--- src/rtl/bcd_pkg.sv ---
// Shared types and constants for the BCD-to-binary converter.
package bcd_pkg;

  typedef enum logic {
    IDLE = 1'b0,
    CONV = 1'b1
  } state_e;

  // Reverse double-dabble correction: digits at or above BCD_THR lose BCD_ADJ after each right shift.
  localparam logic [3:0] BCD_ADJ = 4'd3;
  localparam logic [3:0] BCD_THR = 4'd8;

  // Number of bits needed to hold values 0..v-1 (minimum 1).
  function automatic int unsigned clog2(input int unsigned v);
    int unsigned r;
    r = 0;
    while ((64'd1 << r) < 64'(v)) r++;
    if (r == 0) r = 1;
    return r;
  endfunction

endpackage

--- src/rtl/bcd_digit_adj.sv ---
// One BCD digit correction step: d >= 8 ? d - 3 : d (mod 16).
module bcd_digit_adj
  import bcd_pkg::*;
(
  input  logic [3:0] d_i,
  output logic [3:0] d_o
);

  // Combinational digit correction.
  always_comb begin
    d_o = d_i;
    if (d_i >= BCD_THR) d_o = d_i - BCD_ADJ;
  end

endmodule

--- src/rtl/bcd2b_seq_ip.sv ---
// Sequential packed-BCD to unsigned binary converter (reverse double-dabble, one step per clock).
module bcd2b_seq_ip
  import bcd_pkg::*;
#(
  parameter int WIDTH = 8,
  parameter int DIGIT = 3
) (
  input  logic               clk,
  input  logic               rst,
  input  logic               in_valid,
  input  logic [DIGIT*4-1:0] BCD_code,
  output logic               busy,
  output logic               out_valid,
  output logic [WIDTH-1:0]   Binary_code,
  output logic               bcd_err,
  output logic               ovf
);

  localparam int unsigned BW = DIGIT * 4;
  localparam int unsigned SW = BW + WIDTH;
  localparam int unsigned CW = clog2(WIDTH + 1);

  if (WIDTH < 4 || DIGIT < 1) begin : g_param_check
    $error("bcd2b_seq_ip: WIDTH must be >= 4 and DIGIT >= 1");
  end

  state_e          state_q, state_d;
  logic [SW-1:0]   sreg_q, sreg_d;
  logic [CW-1:0]   cnt_q, cnt_d;
  logic            err_q, err_d;
  logic            out_valid_q, out_valid_d;
  logic [WIDTH-1:0] bin_q, bin_d;
  logic            bcd_err_q, bcd_err_d;
  logic            ovf_q, ovf_d;

  logic [SW-1:0]   shifted;
  logic [SW-1:0]   adjusted;
  logic            in_err;

  assign shifted = sreg_q >> 1;
  assign adjusted[WIDTH-1:0] = shifted[WIDTH-1:0];

  for (genvar g = 0; g < DIGIT; g++) begin : g_adj
    bcd_digit_adj u_adj (
      .d_i (shifted[WIDTH + 4*g +: 4]),
      .d_o (adjusted[WIDTH + 4*g +: 4])
    );
  end

  // Flag any input digit outside 0..9.
  always_comb begin
    in_err = 1'b0;
    for (int unsigned i = 0; i < DIGIT; i++) begin
      if (BCD_code[4*i +: 4] > 4'd9) in_err = 1'b1;
    end
  end

  // Next-state logic; result outputs are produced on the final iteration edge, so no DONE state exists.
  always_comb begin
    state_d     = state_q;
    sreg_d      = sreg_q;
    cnt_d       = cnt_q;
    err_d       = err_q;
    out_valid_d = 1'b0;
    bin_d       = '0;
    bcd_err_d   = 1'b0;
    ovf_d       = 1'b0;
    unique case (state_q)
      IDLE: begin
        if (in_valid) begin
          sreg_d  = {BCD_code, {WIDTH{1'b0}}};
          cnt_d   = '0;
          err_d   = in_err;
          state_d = CONV;
        end
      end
      CONV: begin
        sreg_d = adjusted;
        cnt_d  = cnt_q + CW'(1);
        if (cnt_q == CW'(WIDTH - 1)) begin
          state_d     = IDLE;
          out_valid_d = 1'b1;
          bcd_err_d   = err_q;
          ovf_d       = (adjusted[SW-1:WIDTH] != '0) & ~err_q;
          bin_d       = err_q ? '0 : adjusted[WIDTH-1:0];
        end
      end
      default: state_d = IDLE;
    endcase
  end

  // State and output registers; reset aborts any conversion in flight.
  always_ff @(posedge clk or posedge rst) begin
    if (rst) begin
      state_q     <= IDLE;
      sreg_q      <= '0;
      cnt_q       <= '0;
      err_q       <= 1'b0;
      out_valid_q <= 1'b0;
      bin_q       <= '0;
      bcd_err_q   <= 1'b0;
      ovf_q       <= 1'b0;
    end else begin
      state_q     <= state_d;
      sreg_q      <= sreg_d;
      cnt_q       <= cnt_d;
      err_q       <= err_d;
      out_valid_q <= out_valid_d;
      bin_q       <= bin_d;
      bcd_err_q   <= bcd_err_d;
      ovf_q       <= ovf_d;
    end
  end

  assign busy        = (state_q == CONV);
  assign out_valid   = out_valid_q;
  assign Binary_code = bin_q;
  assign bcd_err     = bcd_err_q;
  assign ovf         = ovf_q;

endmodule

--- config.mk ---
export PLATFORM = sky130hd
export DESIGN_NAME = bcd2b_seq_ip
export DESIGN_NICKNAME = d
export VERILOG_FILES = /design/src/rtl/bcd_pkg.sv /design/src/rtl/bcd_digit_adj.sv /design/src/rtl/bcd2b_seq_ip.sv
export SDC_FILE = /design/constraint.sdc
export NUM_CORES = 1
export LEC_CHECK = 0
export ABC_AREA = 1
export ABC_CLOCK_PERIOD_IN_PS = 1700
export BUFFER_PORTS_ARGS = -buffer_cell sky130_fd_sc_hd__buf_4
export CAP_MARGIN = 20
export CORE_UTILIZATION = 50
export DETAILED_ROUTE_END_ITERATION = 8
export PLACE_DENSITY = 0.72
export SKIP_LAST_GASP = 1
export SLEW_MARGIN = 20
export SYNTH_ARGS = -nofsm -noshare
export SYNTH_HDL_FRONTEND = slang
export SYNTH_SLANG_ARGS = --single-unit
--- constraint.sdc ---
create_clock -name clk -period 1.7 [get_ports clk]
set_input_delay 0.34 -clock clk [delete_from_list [all_inputs] [get_ports clk]]
set_output_delay 0.34 -clock clk [all_outputs]
set_load 0.02 [all_outputs]
; Word level (Yosys, flattened, before mapping)
; Index checks and enable logic that the tools add are counted.
[word_totals]
regBits = 37
wordCells = 47
out_inout_bits = 12
input_bits = 15
[classes]
mux = 22
n_bitwise = 3
n_lt_le_gt_ge = 6
eq_ne = 2
n_addsub = 4
reduce_logical = 2
[op_table]
columns = op, n
row1 = $pmux W20 S2, 1
row2 = $mux W8, 3
row3 = $mux W20, 1
row4 = $mux W4, 4
row5 = $gt A4 B4 Y1 const B, 3
row6 = $reduce_bool A12 Y1, 1
row7 = $mux W1, 11
row8 = $ge A4 B4 Y1 const B, 2
row9 = $pmux W4 S2, 1
row10 = $sub A4 B2 Y4 const B, 2
row11 = $add A4 B1 Y4 const B, 1
row12 = $eq A4 B3 Y1 const B, 1
row13 = $ge A3 B4 Y1 const B, 1
row14 = $sub A3 B2 Y4 const B, 1
row15 = $ne A2 B2 Y1 const B, 1
row16 = $not A1 Y1, 2
row17 = $pmux W1 S2, 1
row18 = $reduce_and A2 Y1, 1
row19 = $and A1 B1 Y1, 1

; Depth between registers and ports, before layout
[depth]
depth_word = 6
mapped_depth = 8
ltp_nobuf = 8

; Cells and area by module
; From an unflattened synthesis, not the netlist that was laid out.
[hier_totals]
cells_unflattened = 205
area_unflattened_um2 = 1754.2
[by_module_without_submodules]
columns = module, area_each_um2, cells_each, n_inst
row1 = bcd2b_seq_ip, 1487.7, 157, 1
row2 = bcd_digit_adj, 88.8, 16, 3

; Worst setup path before layout
; Ideal clock, no wire load.
[synth_timing]
path_type = register -> register
startpoint = reg sreg_q[13]
endpoint = reg ovf_q (netlist: ovf)
stages_incl_launch_ff = 9
arrival_ps = 1077
required_ps = 1578
setup_slack_ps = 502
cell_sequence = dfrtp_1 > inv_1 > ha_1 > inv_1 > nand2_1 > nand2_1 > nand3_1 > nor2_1 > a21oi_1
[synth_via]
elab_chain_len = 6
word_cells_on_any_way = 7
cone_classes = add/sub: 1 / order compare: 1 / mux: 3 / bitwise: 1 / reduce/logical: 1
[synth_rtl]
columns = element, line_no
row1 = start: declaration, bcd2b_seq_ip.sv:28  ; logic [SW-1:0] sreg_q, sreg_d;
row2 = start signal: assignment, bcd2b_seq_ip.sv:105  ; sreg_q <= sreg_d;
row3 = $sub A4 B2 Y4 or $ge A4 B4 Y1 (tied branches), bcd_digit_adj.sv:12  ; if (d_i >= BCD_THR) d_o = d_i - BCD_ADJ;
row4 = $mux W4 *, bcd_digit_adj.sv:12
row5 = $reduce_bool A12 Y1 *, bcd2b_seq_ip.sv:84  ; ovf_d = (adjusted[SW-1:WIDTH] != '0) & ~err_q;
row6 = $and A1 B1 Y1 *, bcd2b_seq_ip.sv:84
row7 = $mux W1 *, bcd2b_seq_ip.sv:80  ; if (cnt_q == CW'(WIDTH - 1)) begin
row8 = $mux W1 *, bcd2b_seq_ip.sv:68  ; unique case (state_q)
row9 = net ovf_d, bcd2b_seq_ip.sv:34  ; logic ovf_q, ovf_d;
row10 = end signal: assignment, bcd2b_seq_ip.sv:111  ; ovf_q <= ovf_d;
row11 = end: declaration, bcd2b_seq_ip.sv:34
; The timed path passes the listed nets; every way through them passes the cells marked *.
; A chain may end at the register's enable or synchronous reset.

; Worst setup path after layout
[layout_timing]
startpoint = reg state_q (netlist: busy)
endpoint = out busy
[layout_rtl]
columns = element, line_no
row1 = start: declaration, bcd2b_seq_ip.sv:27  ; state_e state_q, state_d;
row2 = start signal: assignment, bcd2b_seq_ip.sv:104  ; state_q <= state_d;
row3 = end: declaration, bcd2b_seq_ip.sv:12  ; output logic busy,
; No word-level cell between the ends.

==> results.toml <==
[cts]
cts_made_buffers = 5
ctsRootBufferMaster = "clkbuf_4"
path_clk_slew_ps = 100
cts_resized = 0
cts.sinks = 36
tritoncts = "done"
htree_levels = 2
holdBufCountCts = 0
clockBufferDepth = 2
clock_latency_ps = 330
cts_setup_buffers = 0

[detailed_routing]
via_per_inst = 4.98
drt_iter0_markers = 27
drc = 0
vias = 1244
routed_wl_um = 3060
drtAntennaViolNets = 0
dr.pass1.iters = 4
routedWlPerCell_um = 12.3

[synth]
ys_warn_count = 0
synth_nets = 193
syn_avg_cell_area_um2 = 9.22
synth-seq-cells = 36
synth_area_mm2 = 0.00160
synth-seq-area-share_pct = 56.5
syn_inst = 173
ys_types = 25

[cells_and_area]
multi_input_area_um2 = 548
synthToLayoutAreaGrowth_pct = 19.0
nets = 225
drive_gt1_share_pct = 20.4
seq_area_um2 = 901
final_common_cell = "nand2_1"
diodes = 0
fill_cells = 253
final_cell_mix = "38 x nand2_1, 36 x dfrtp_1, 30 x buf_4"

[global_route]
grt_pass1_wl_um = 5090
antenna_found_initial = 0
grt_pass1_vias = 1170
grt_overflow_total = 0
grt_util_all_layers_pct = 20.2
grt_max_degree = 37

[timing]
setup_tns_ps = 0
maxSlewHeadroom_pct = 70.6
max_clock_freq_ghz = 0.713
setup_viol = 0
tightest_slew_ps = 441
rsz0062_at_grt = "no"
worst_clock_skew_ps = 5.14
finalCritPeriodShare_pct = 82.5
period_minus_slack_ps = 1400
finalHoldViolCount = 0
finalMaxSlewViolations = 0

[critical_path]
cp-endpoint = "busy"
cp.arrival_ps = 1060
crit_path_start = "busy"
worstSetupStartpointType = "flop"
path_class = "reg2out"
reg2reg_depth = 8
reg2reg_from = "sreg_q[9]"
crit_path_end_kind = "output port"
ff2ff_setup_slack_ps = 320
rr_endpoint = "ovf"
crit_path_max_fanout = 11
required_ps = 1360

[floorplanning]
ios = 27
core_area_mm2 = 0.00303
die_h_um = 58.5
die-area_mm2 = 0.00342
rows = 20
fp.dieW_um = 58.5
initial_core_util_pct = 52.7

[status]
status = "completed"

[power_and_ir_drop]
power.density_mw_per_mm2 = 1560
total_power_w = 0.00296
p_leak_nw = 0.987
ir_drop_mv = 0.807

[hold_path]
hp-class = "in2async"

[flow_run]
maxCapViolations = 0

[placed_design]
dpl.hpwl_um = 2210
io_buffer_count = 26
gp_congestion = 0.852
## report_power, final
part | total [W] | switching [W] | internal [W] | leakage, nW
clock network | 0.000469 | 0.000265 | 0.000204 | 0.0326
logic | 0.00120 | 0.000745 | 0.000456 | 0.487
registers | 0.00129 | 0.000160 | 0.00113 | 0.467
## worst min path at each step
stage               slack [ps]             end  cells past startpoint     start
finish                     100  Binary_code[4]                      3       rst
global route               130      sreg_q[13]                      3       rst
CTS                        100      sreg_q[12]                      3       rst
detailed placement         470  Binary_code[4]                      3       rst
global placement           470  Binary_code[4]                      3       rst
floorplan                  460        cnt_q[3]                      1  cnt_q[3]
## cells in the mapped netlist, drive strengths merged
library cell	instances	share of area (%)
nand2	40	10
dfrtp	36	56
inv	28	6.6
nor2	19	4.5
o21ai	7	2.2
o22ai	7	2.7
o221ai	6	3.3
buf	5	2.3
ha	5	3.9
o211ai	5	2.4
a21oi	4	1.3
nand3	4	1.3
a22o	1	0.55
a22oi	1	0.47
a31oi	1	0.39
clkinv	1	0.31
nand4	1	0.39
o21bai	1	0.47
xor2	1	0.55
## critical path: stages (launching register included)
cell     delay (ps)
dfrtp_1         400
buf_4           180
buf_4           160
## through the flow
step	instances	utilization, %	hold WS, ps	instance area, µm²	worst slack, ps
floorplan	173	-	459	1600	502
global placement	242	60.7	469	1840	402
detailed placement	242	60.7	473	1840	357
CTS	250	62.7	104	1900	285
global route	250	62.7	135	1900	218
finish	250	62.7	98.4	1900	297
## kinds of logic after synthesis
group,after synthesis,share of synthesized area (%)
AO/OA/AOI/OAI,33,13.7
XOR/XNOR,1,0.549
adder cells (fa/ha/maj),5,3.92
buffers and inverters,34,9.18
flip-flops,36,56.5
AND/OR/NAND/NOR,64,16.2
## area by class of cell
class / instances / area share (%)
clock buffers: 8 / 3.10
repair buffers: 30 / 11.9
well taps: 44 / 2.90
multi-input cells: 103 / 28.9
inverters: 29 / 5.80
flip-flops and latches: 36 / 47.5
## flip-flops by register name (all words and copies together), names as in the netlist
| name | flops |
|---|---|
| sreg_q | 19 |
| Binary_code | 8 |
| cnt_q | 4 |
| bcd_err | 1 |
| busy | 1 |
| err_q | 1 |
| out_valid | 1 |
| ovf | 1 |
## per-layer routing
metal	up-vias	track usage [%]	routed length (µm)
met1	585	25.7	1400
met3	7	4.62	118
met4	0	8.16	46
met2	33	33.5	1500
li1	619	-	-
met5	-	0	0
Power figures use the tool's default switching activity.
